<file path="src/rtl/act_pool_stage_pkg.sv">
// Shared types and constants for the activation + pooling stage.
// Holds the FSM encoding, pool-mode codes and the per-beat window-position record.
package act_pool_stage_pkg;

    typedef enum logic {
        ST_IDLE = 1'b0,
        ST_RUN  = 1'b1
    } state_e;

    localparam logic POOL_MAX = 1'b0;
    localparam logic POOL_AVG = 1'b1;

    // Where a pixel sits inside its pooling window, carried one stage behind the beat.
    typedef struct packed {
        logic valid;
        logic first_col;
        logic last_col;
        logic first_row;
        logic last_row;
        logic frame_end;
    } pos_t;

    function automatic int clog2_min1(input int n);
        return (n > 1) ? $clog2(n) : 1;
    endfunction

endpackage

</file>
<file path="src/rtl/pool_chan.sv">
// One channel of the datapath: bias + ReLU, P x P window reduction (max or sum),
// then average scaling, requant shift and saturation into the registered output.
module pool_chan
    import act_pool_stage_pkg::*;
#(
    parameter int I_BW  = 32,
    parameter int O_BW  = 16,
    parameter int LOG2P = 1,
    parameter int NW    = 4,
    parameter int WC_W  = 2,
    parameter int SH_BW = 5,
    parameter int ACC_W = I_BW + 1 + 2 * LOG2P
) (
    input  logic                clk,
    input  logic                rst,
    input  logic                i_valid,
    input  logic [I_BW-1:0]     i_pix,
    input  logic [I_BW-1:0]     i_bias,
    input  logic                i_relu_en,
    input  logic                i_s1_valid,
    input  logic                i_first_col,
    input  logic                i_last_col,
    input  logic                i_first_row,
    input  logic                i_last_row,
    input  logic [WC_W-1:0]     i_wcol,
    input  logic                i_pool_mode,
    input  logic [SH_BW-1:0]    i_shift,
    output logic [O_BW-1:0]     o_data
);

    localparam logic signed [ACC_W-1:0] SAT_MAX = {{(ACC_W-O_BW+1){1'b0}}, {(O_BW-1){1'b1}}};
    localparam logic signed [ACC_W-1:0] SAT_MIN = {{(ACC_W-O_BW+1){1'b1}}, {(O_BW-1){1'b0}}};

    logic signed [I_BW:0]    pre_q, pre_d;
    logic signed [I_BW:0]    sum;
    logic signed [ACC_W-1:0] h_acc_q, h_acc_d;
    logic signed [ACC_W-1:0] rb_q [NW];
    logic signed [ACC_W-1:0] rb_d [NW];
    logic signed [ACC_W-1:0] pix_ext, h_cmb, v_cmb, scaled, shifted;
    logic [O_BW-1:0]         data_q, data_d;

    // Max keeps the larger signed value; average keeps a running sum.
    function automatic logic signed [ACC_W-1:0] combine(
        input logic                    mode,
        input logic signed [ACC_W-1:0] a,
        input logic signed [ACC_W-1:0] b
    );
        if (mode == POOL_AVG) begin
            return a + b;
        end
        return (a > b) ? a : b;
    endfunction

    always_comb begin
        sum   = {i_pix[I_BW-1], i_pix} + {i_bias[I_BW-1], i_bias};
        pre_d = pre_q;
        if (i_valid) begin
            pre_d = (i_relu_en && sum[I_BW]) ? '0 : sum;
        end
    end

    always_comb begin
        pix_ext = ACC_W'(pre_q);
        h_cmb   = i_first_col ? pix_ext : combine(i_pool_mode, h_acc_q, pix_ext);
        v_cmb   = i_first_row ? h_cmb : combine(i_pool_mode, rb_q[i_wcol], h_cmb);
        scaled  = (i_pool_mode == POOL_AVG) ? (v_cmb >>> (2 * LOG2P)) : v_cmb;
        shifted = scaled >>> i_shift;

        h_acc_d = h_acc_q;
        rb_d    = rb_q;
        data_d  = data_q;
        if (i_s1_valid) begin
            if (!i_last_col) begin
                h_acc_d = h_cmb;
            end else if (!i_last_row) begin
                rb_d[i_wcol] = v_cmb;
            end else if (shifted > SAT_MAX) begin
                data_d = SAT_MAX[O_BW-1:0];
            end else if (shifted < SAT_MIN) begin
                data_d = SAT_MIN[O_BW-1:0];
            end else begin
                data_d = shifted[O_BW-1:0];
            end
        end
    end

    always_ff @(posedge clk or posedge rst) begin
        if (rst) begin
            pre_q   <= '0;
            h_acc_q <= '0;
            data_q  <= '0;
            for (int i = 0; i < NW; i++) begin
                rb_q[i] <= '0;
            end
        end else begin
            pre_q   <= pre_d;
            h_acc_q <= h_acc_d;
            data_q  <= data_d;
            rb_q    <= rb_d;
        end
    end

    assign o_data = data_q;

endmodule

</file>
<file path="src/rtl/act_pool_stage.sv">
// Raster-order activation + pooling stage: shared frame counters, config latch and
// FSM here, per-channel datapath in pool_chan. Results appear two cycles after a window closes.
module act_pool_stage
    import act_pool_stage_pkg::*;
#(
    parameter int CO      = 3,
    parameter int I_BW    = 32,
    parameter int O_BW    = 16,
    parameter int IF_SIZE = 8,
    parameter int P_SIZE  = 2,
    parameter int SH_BW   = 5
) (
    input  logic                 clk,
    input  logic                 rst,
    input  logic                 i_valid,
    input  logic [CO*I_BW-1:0]   i_data,
    input  logic [CO*I_BW-1:0]   i_bias,
    input  logic                 i_relu_en,
    input  logic                 i_pool_mode,
    input  logic [SH_BW-1:0]     i_shift,
    output logic [CO*O_BW-1:0]   o_data,
    output logic                 o_valid,
    output logic                 o_end
);

    localparam int LOG2P = $clog2(P_SIZE);
    localparam int NW    = IF_SIZE / P_SIZE;
    localparam int COL_W = clog2_min1(IF_SIZE);
    localparam int WC_W  = clog2_min1(NW);
    localparam int ACC_W = I_BW + 1 + 2 * LOG2P;
    localparam logic [COL_W-1:0] PMASK    = COL_W'(P_SIZE - 1);
    localparam logic [COL_W-1:0] LAST_IDX = COL_W'(IF_SIZE - 1);

    // There is no backpressure: every cycle with i_valid high is one accepted
    // pixel beat, and o_valid is a single-cycle pulse the consumer must take.

    state_e             state_q, state_d;
    logic [COL_W-1:0]   col_q, col_d, row_q, row_d;
    logic [CO*I_BW-1:0] bias_q, bias_d;
    logic               relu_q, relu_d, mode_q, mode_d;
    logic [SH_BW-1:0]   shift_q, shift_d;
    pos_t               s1_q, s1_d;
    logic [WC_W-1:0]    s1_wcol_q, s1_wcol_d;
    logic               o_valid_q, o_valid_d, o_end_q, o_end_d;

    logic               frame_last;
    logic               cfg_load;
    logic [CO*I_BW-1:0] bias_eff;
    logic               relu_eff;

    assign frame_last = (col_q == LAST_IDX) && (row_q == LAST_IDX);

    always_ff @(posedge clk or posedge rst) begin
        if (rst) begin
            state_q <= ST_IDLE;
        end else begin
            state_q <= state_d;
        end
    end

    always_comb begin
        state_d = state_q;
        case (state_q)
            ST_IDLE: if (i_valid) state_d = frame_last ? ST_IDLE : ST_RUN;
            ST_RUN:  if (i_valid && frame_last) state_d = ST_IDLE;
            default: state_d = ST_IDLE;
        endcase
    end

    // The first beat of a frame is processed with the live config it also latches.
    always_comb begin
        cfg_load = (state_q == ST_IDLE) && i_valid;
        bias_eff = cfg_load ? i_bias : bias_q;
        relu_eff = cfg_load ? i_relu_en : relu_q;
    end

    always_comb begin
        col_d     = col_q;
        row_d     = row_q;
        bias_d    = bias_q;
        relu_d    = relu_q;
        mode_d    = mode_q;
        shift_d   = shift_q;
        s1_d      = '0;
        s1_wcol_d = s1_wcol_q;

        if (cfg_load) begin
            bias_d  = i_bias;
            relu_d  = i_relu_en;
            mode_d  = i_pool_mode;
            shift_d = i_shift;
        end

        if (i_valid) begin
            if (col_q == LAST_IDX) begin
                col_d = '0;
                row_d = (row_q == LAST_IDX) ? '0 : row_q + COL_W'(1);
            end else begin
                col_d = col_q + COL_W'(1);
            end
            s1_d.valid     = 1'b1;
            s1_d.first_col = (col_q & PMASK) == '0;
            s1_d.last_col  = (col_q & PMASK) == PMASK;
            s1_d.first_row = (row_q & PMASK) == '0;
            s1_d.last_row  = (row_q & PMASK) == PMASK;
            s1_d.frame_end = frame_last;
            s1_wcol_d      = WC_W'(col_q >> LOG2P);
        end

        o_valid_d = s1_q.valid && s1_q.last_col && s1_q.last_row;
        o_end_d   = o_valid_d && s1_q.frame_end;
    end

    always_ff @(posedge clk or posedge rst) begin
        if (rst) begin
            col_q     <= '0;
            row_q     <= '0;
            bias_q    <= '0;
            relu_q    <= 1'b0;
            mode_q    <= POOL_MAX;
            shift_q   <= '0;
            s1_q      <= '0;
            s1_wcol_q <= '0;
            o_valid_q <= 1'b0;
            o_end_q   <= 1'b0;
        end else begin
            col_q     <= col_d;
            row_q     <= row_d;
            bias_q    <= bias_d;
            relu_q    <= relu_d;
            mode_q    <= mode_d;
            shift_q   <= shift_d;
            s1_q      <= s1_d;
            s1_wcol_q <= s1_wcol_d;
            o_valid_q <= o_valid_d;
            o_end_q   <= o_end_d;
        end
    end

    for (genvar c = 0; c < CO; c++) begin : g_chan
        pool_chan #(
            .I_BW  (I_BW),
            .O_BW  (O_BW),
            .LOG2P (LOG2P),
            .NW    (NW),
            .WC_W  (WC_W),
            .SH_BW (SH_BW),
            .ACC_W (ACC_W)
        ) u_chan (
            .clk         (clk),
            .rst         (rst),
            .i_valid     (i_valid),
            .i_pix       (i_data[c*I_BW +: I_BW]),
            .i_bias      (bias_eff[c*I_BW +: I_BW]),
            .i_relu_en   (relu_eff),
            .i_s1_valid  (s1_q.valid),
            .i_first_col (s1_q.first_col),
            .i_last_col  (s1_q.last_col),
            .i_first_row (s1_q.first_row),
            .i_last_row  (s1_q.last_row),
            .i_wcol      (s1_wcol_q),
            .i_pool_mode (mode_q),
            .i_shift     (shift_q),
            .o_data      (o_data[c*O_BW +: O_BW])
        );
    end

    assign o_valid = o_valid_q;
    assign o_end   = o_end_q;

endmodule
</file>
<file path="config.mk">
export PLATFORM = sky130hd
export DESIGN_NAME = act_pool_stage
export DESIGN_NICKNAME = d
export VERILOG_FILES = /design/src/rtl/act_pool_stage_pkg.sv /design/src/rtl/pool_chan.sv /design/src/rtl/act_pool_stage.sv
export SDC_FILE = /design/constraint.sdc
export NUM_CORES = 2
export LEC_CHECK = 0
export CAP_MARGIN = 20
export CORE_MARGIN = 2
export CORE_UTILIZATION = 25
export CTS_CLUSTER_DIAMETER = 150
export CTS_CLUSTER_SIZE = 14
export DETAILED_ROUTE_END_ITERATION = 6
export HOLD_SLACK_MARGIN = 0.03
export PLACE_DENSITY = 0.47
export SLEW_MARGIN = 0
export SYNTH_ARGS = -nofsm -noshare
export SYNTH_HDL_FRONTEND = slang
export SYNTH_SLANG_ARGS = --single-unit
</file>
<file path="constraint.sdc">
create_clock -name clk -period 43.1 [get_ports clk]
set_input_delay 8.62 -clock clk [delete_from_list [all_inputs] [get_ports clk]]
set_output_delay 8.62 -clock clk [all_outputs]
set_load 0.03 [all_outputs]
</file>
==> flow_summary_export.csv <==
group,metric,value,unit
run_status,status,"finished clean",
cts,numCtsBuffers,67,
global_routing,grt_pass1_wl,424100,um
sta,tightestPinTransition,1.444,ns
global_routing,grt.overflow.total,0,
sta,finalSetupViolCount,0,
synth,netlist_top_cells_count,"nand2_1, dfrtp_1, o21ai_0",
sta,slew_headroom,3.752,%
cts,clk_latency,0.74,ns
global_routing,grt_pass1_vias,62750,
synth,yosysSeqAreaShare,29.41,%
synth,ys_async_sr_fraction,100.0,%
floorplan,start_util,25.15,%
synth,synth_nets,8765,
floorplan,coreArea,267900,um^2
cts,cts_sinks,792,
route,totalWireLength,285500,um
synth,ys_seq_elements,792,
route,firstDrtPassIters,6,
sta,period_share,33.58,%
synth,synth_cell_type_count,121,
run,drv_cap,0,
synth,syn-cell-area,67380,um^2
cts,clk_path_buf_depth,3,
cts,cts_resized,0,
synth,synth_ff_type,"dfrtp_1",
synth,synth.largest_area_cell,"dfrtp_1",
worst_setup_path,worstSetupPathType,"input pin to flop",
place,numPortBuffers,251,
sta,fmax,0.06910,GHz
cts,root_buffer,"clkbuf_16",
sta,rsz0062_at_grt,"no",
route,wl_per_cell,24.65,um
route,drt_iter0_drc,5603,
route,vias_per_cell,5.498,
route,postRouteAntennaNets,0,
sta,period_minus_slack,14.47,ns
worst_setup_path,required,43.62,ns
global_routing,antenna_found_initial,10,
route,vias,63670,
worst_setup_path,path_max_fanout,32,
place,hpwl,215800,um
synth,synth.avg_cell_area,8.381,um^2
floorplan,die_area,273700,um^2
floorplan,die_height,523.2,um
sta,tns,0,ns
sta,hold_violations,0,
synth,ys_top_cells_by_area,"dfrtp_1, ha_1, o21ai_0, nand2_1, mux4_2",
worst_setup_path,critPathCaptureType,"flop",
global_routing,track_usage,20.39,%
finish,final_nets,8738,
cts,htree_levels,3,
sta,skew,0.04423,ns
worst_setup_path,start_kind,"input pin",
global_routing,grt_max_degree,157,
finish,synthToLayoutAreaGrowth,12.15,%
floorplan,std_cell_rows,190,
cts,cts_tree,"yes",
synth,synth_top_area_share,29.41,%
place,place.gp.congestion,0.9547,
synth,ys_warn_count,0,
synth,synth_edf_count,0,
cts,clkTransAtPathRegs,0.07,ns
floorplan,io_pins,252,
sta,slew_violations,0,
route,drc,0,
worst_setup_path,crit_arrival,14.99,ns
finish,drive_above_1_share,9.157,%
synth,synth.most_common_cell,"nand2_1",
worst_setup_path,r2r_setup_slack,31.73,ns
synth,synthCells,8040,
cts,post_cts_buffers,0,
cts,hold_buffers,0,
worst_hold_path,hp-class,"flop to flop",
floorplan,die_w,523.2,um
==> flip-flops by register name (all words and copies together) (netlist names), 5 cells and up, named ones only <==
register / flops
g_chan.u_chan.h_acc_q: 105
bias_q: 96
g_chan.u_chan.o_data: 48
shift_q: 5
g_chan.u_chan.pre_q: 99
s1_q: 6
g_chan.u_chan.rb_q: 420
==> per-layer routing <==
| metal | vias to the layer above | global-route usage [%] | wire length (um) |
|---|---|---|---|
| met4 | 4 | 7.134 | 11110 |
| met5 | - | 0 | 25 |
| met2 | 2013 | 35.22 | 138800 |
| li1 | 29580 | - | - |
| met3 | 431 | 2.691 | 14860 |
| met1 | 31650 | 25.93 | 120700 |
==> cell type report <==
class | instances | area, um^2
repair buffers | 410 | 3764
multi-input cells | 6315 | 44000
fillers | 28770 | 192400
diodes | 2 | 5.005
clock inverters | 11 | 190.2
inverters | 427 | 1619
well taps | 3552 | 4444
flip-flops and latches | 792 | 19850
clock buffers | 72 | 1695
==> cell usage in the layout, fill, tap and decap left out, types with 47 or more instances in the layout <==
cell,synthesis,final
o21bai_1,50,50
o21ai_0,770,770
a31oi_1,64,64
nand2b_1,79,78
clkbuf_16,0,67
nand2_1,987,983
o21a_1,47,47
nor2_1,592,588
nand3_1,180,179
clkdlybuf4s50_1,0,250
mux2i_1,127,127
and3_1,69,69
or3_1,71,70
a21oi_1,478,477
o22ai_1,144,144
xnor2_1,131,131
o31ai_1,69,68
nor3_1,170,169
buf_4,12,151
nand4_1,73,73
mux4_2,139,139
mux2_2,183,183
xor2_1,65,65
nor2b_1,75,74
a21o_1,75,75
a211oi_1,128,128
o221ai_1,55,55
ha_1,514,514
inv_1,420,415
o211ai_1,104,104
dfrtp_1,792,782
==> through the flow <==
stage	hold WS [ns]	instances	setup WS, ns	cell area (um^2)	util (%)
finish	0.4738	11580	28.63	75570	28.20
global route	0.4953	11580	28.11	75560	28.20
CTS	0.4785	11580	28.24	75520	28.19
detailed placement	0.4575	11490	27.47	73630	27.48
global placement	0.4522	11490	27.53	73610	27.48
floorplan	0.4277	8040	12.24	67380	-
==> worst max-delay path, stage by stage <==
cell,delay [ns]
buf_6,0.26
nor2b_4,0.20
buf_4,0.37
buf_4,0.49
mux2_2,0.43
fa_1,0.44
a21o_1,0.18
a21oi_1,0.23
nor2b_1,0.09
or4_1,0.46
a31oi_1,0.24
a21oi_1,0.14
a41o_1,0.30
o211a_1,0.25
nor2_1,0.11
a21oi_1,0.12
a211oi_1,0.20
or3_1,0.20
o21ai_0,0.15
o22ai_1,0.19
nand2_1,0.18
nand2_1,0.83
o22ai_1,0.22
==> cell families (layout without fill, tap and decap cells) <==
group | count (synthesis) | count (layout) | share of synthesized area [%]
AOI/OAI and AO/OA | 2610 | 2610 | 25.78
xor gates and xnor gates | 196 | 196 | 2.548
adders and majority gates | 523 | 523 | 9.812
buffers and inverters | 933 | 920 | 5.418
DFF | 792 | 792 | 29.41
muxes | 450 | 450 | 9.613
other | 0 | 2 | 0
and+or+nand+nor | 2536 | 2536 | 17.42
==> final timing paths <==
path,depth (start not counted),from,end
max,23,i_valid,g_chan[2].u_chan.pre_q[31]
min,2,g_chan[1].u_chan.rb_q[56],g_chan[1].u_chan.rb_q[56]
max reg2reg,28,g_chan[2].u_chan.pre_q[21],g_chan[2].u_chan.o_data[14]
min reg2reg,2,g_chan[1].u_chan.rb_q[56],g_chan[1].u_chan.rb_q[56]
max in group asynchronous,5,rst,s1_wcol_q[1]
min in group asynchronous,2,rst,bias_q[78]
Power is not shown: default switching activity piles up to over one toggle a cycle in this logic, so the estimate is an artifact.
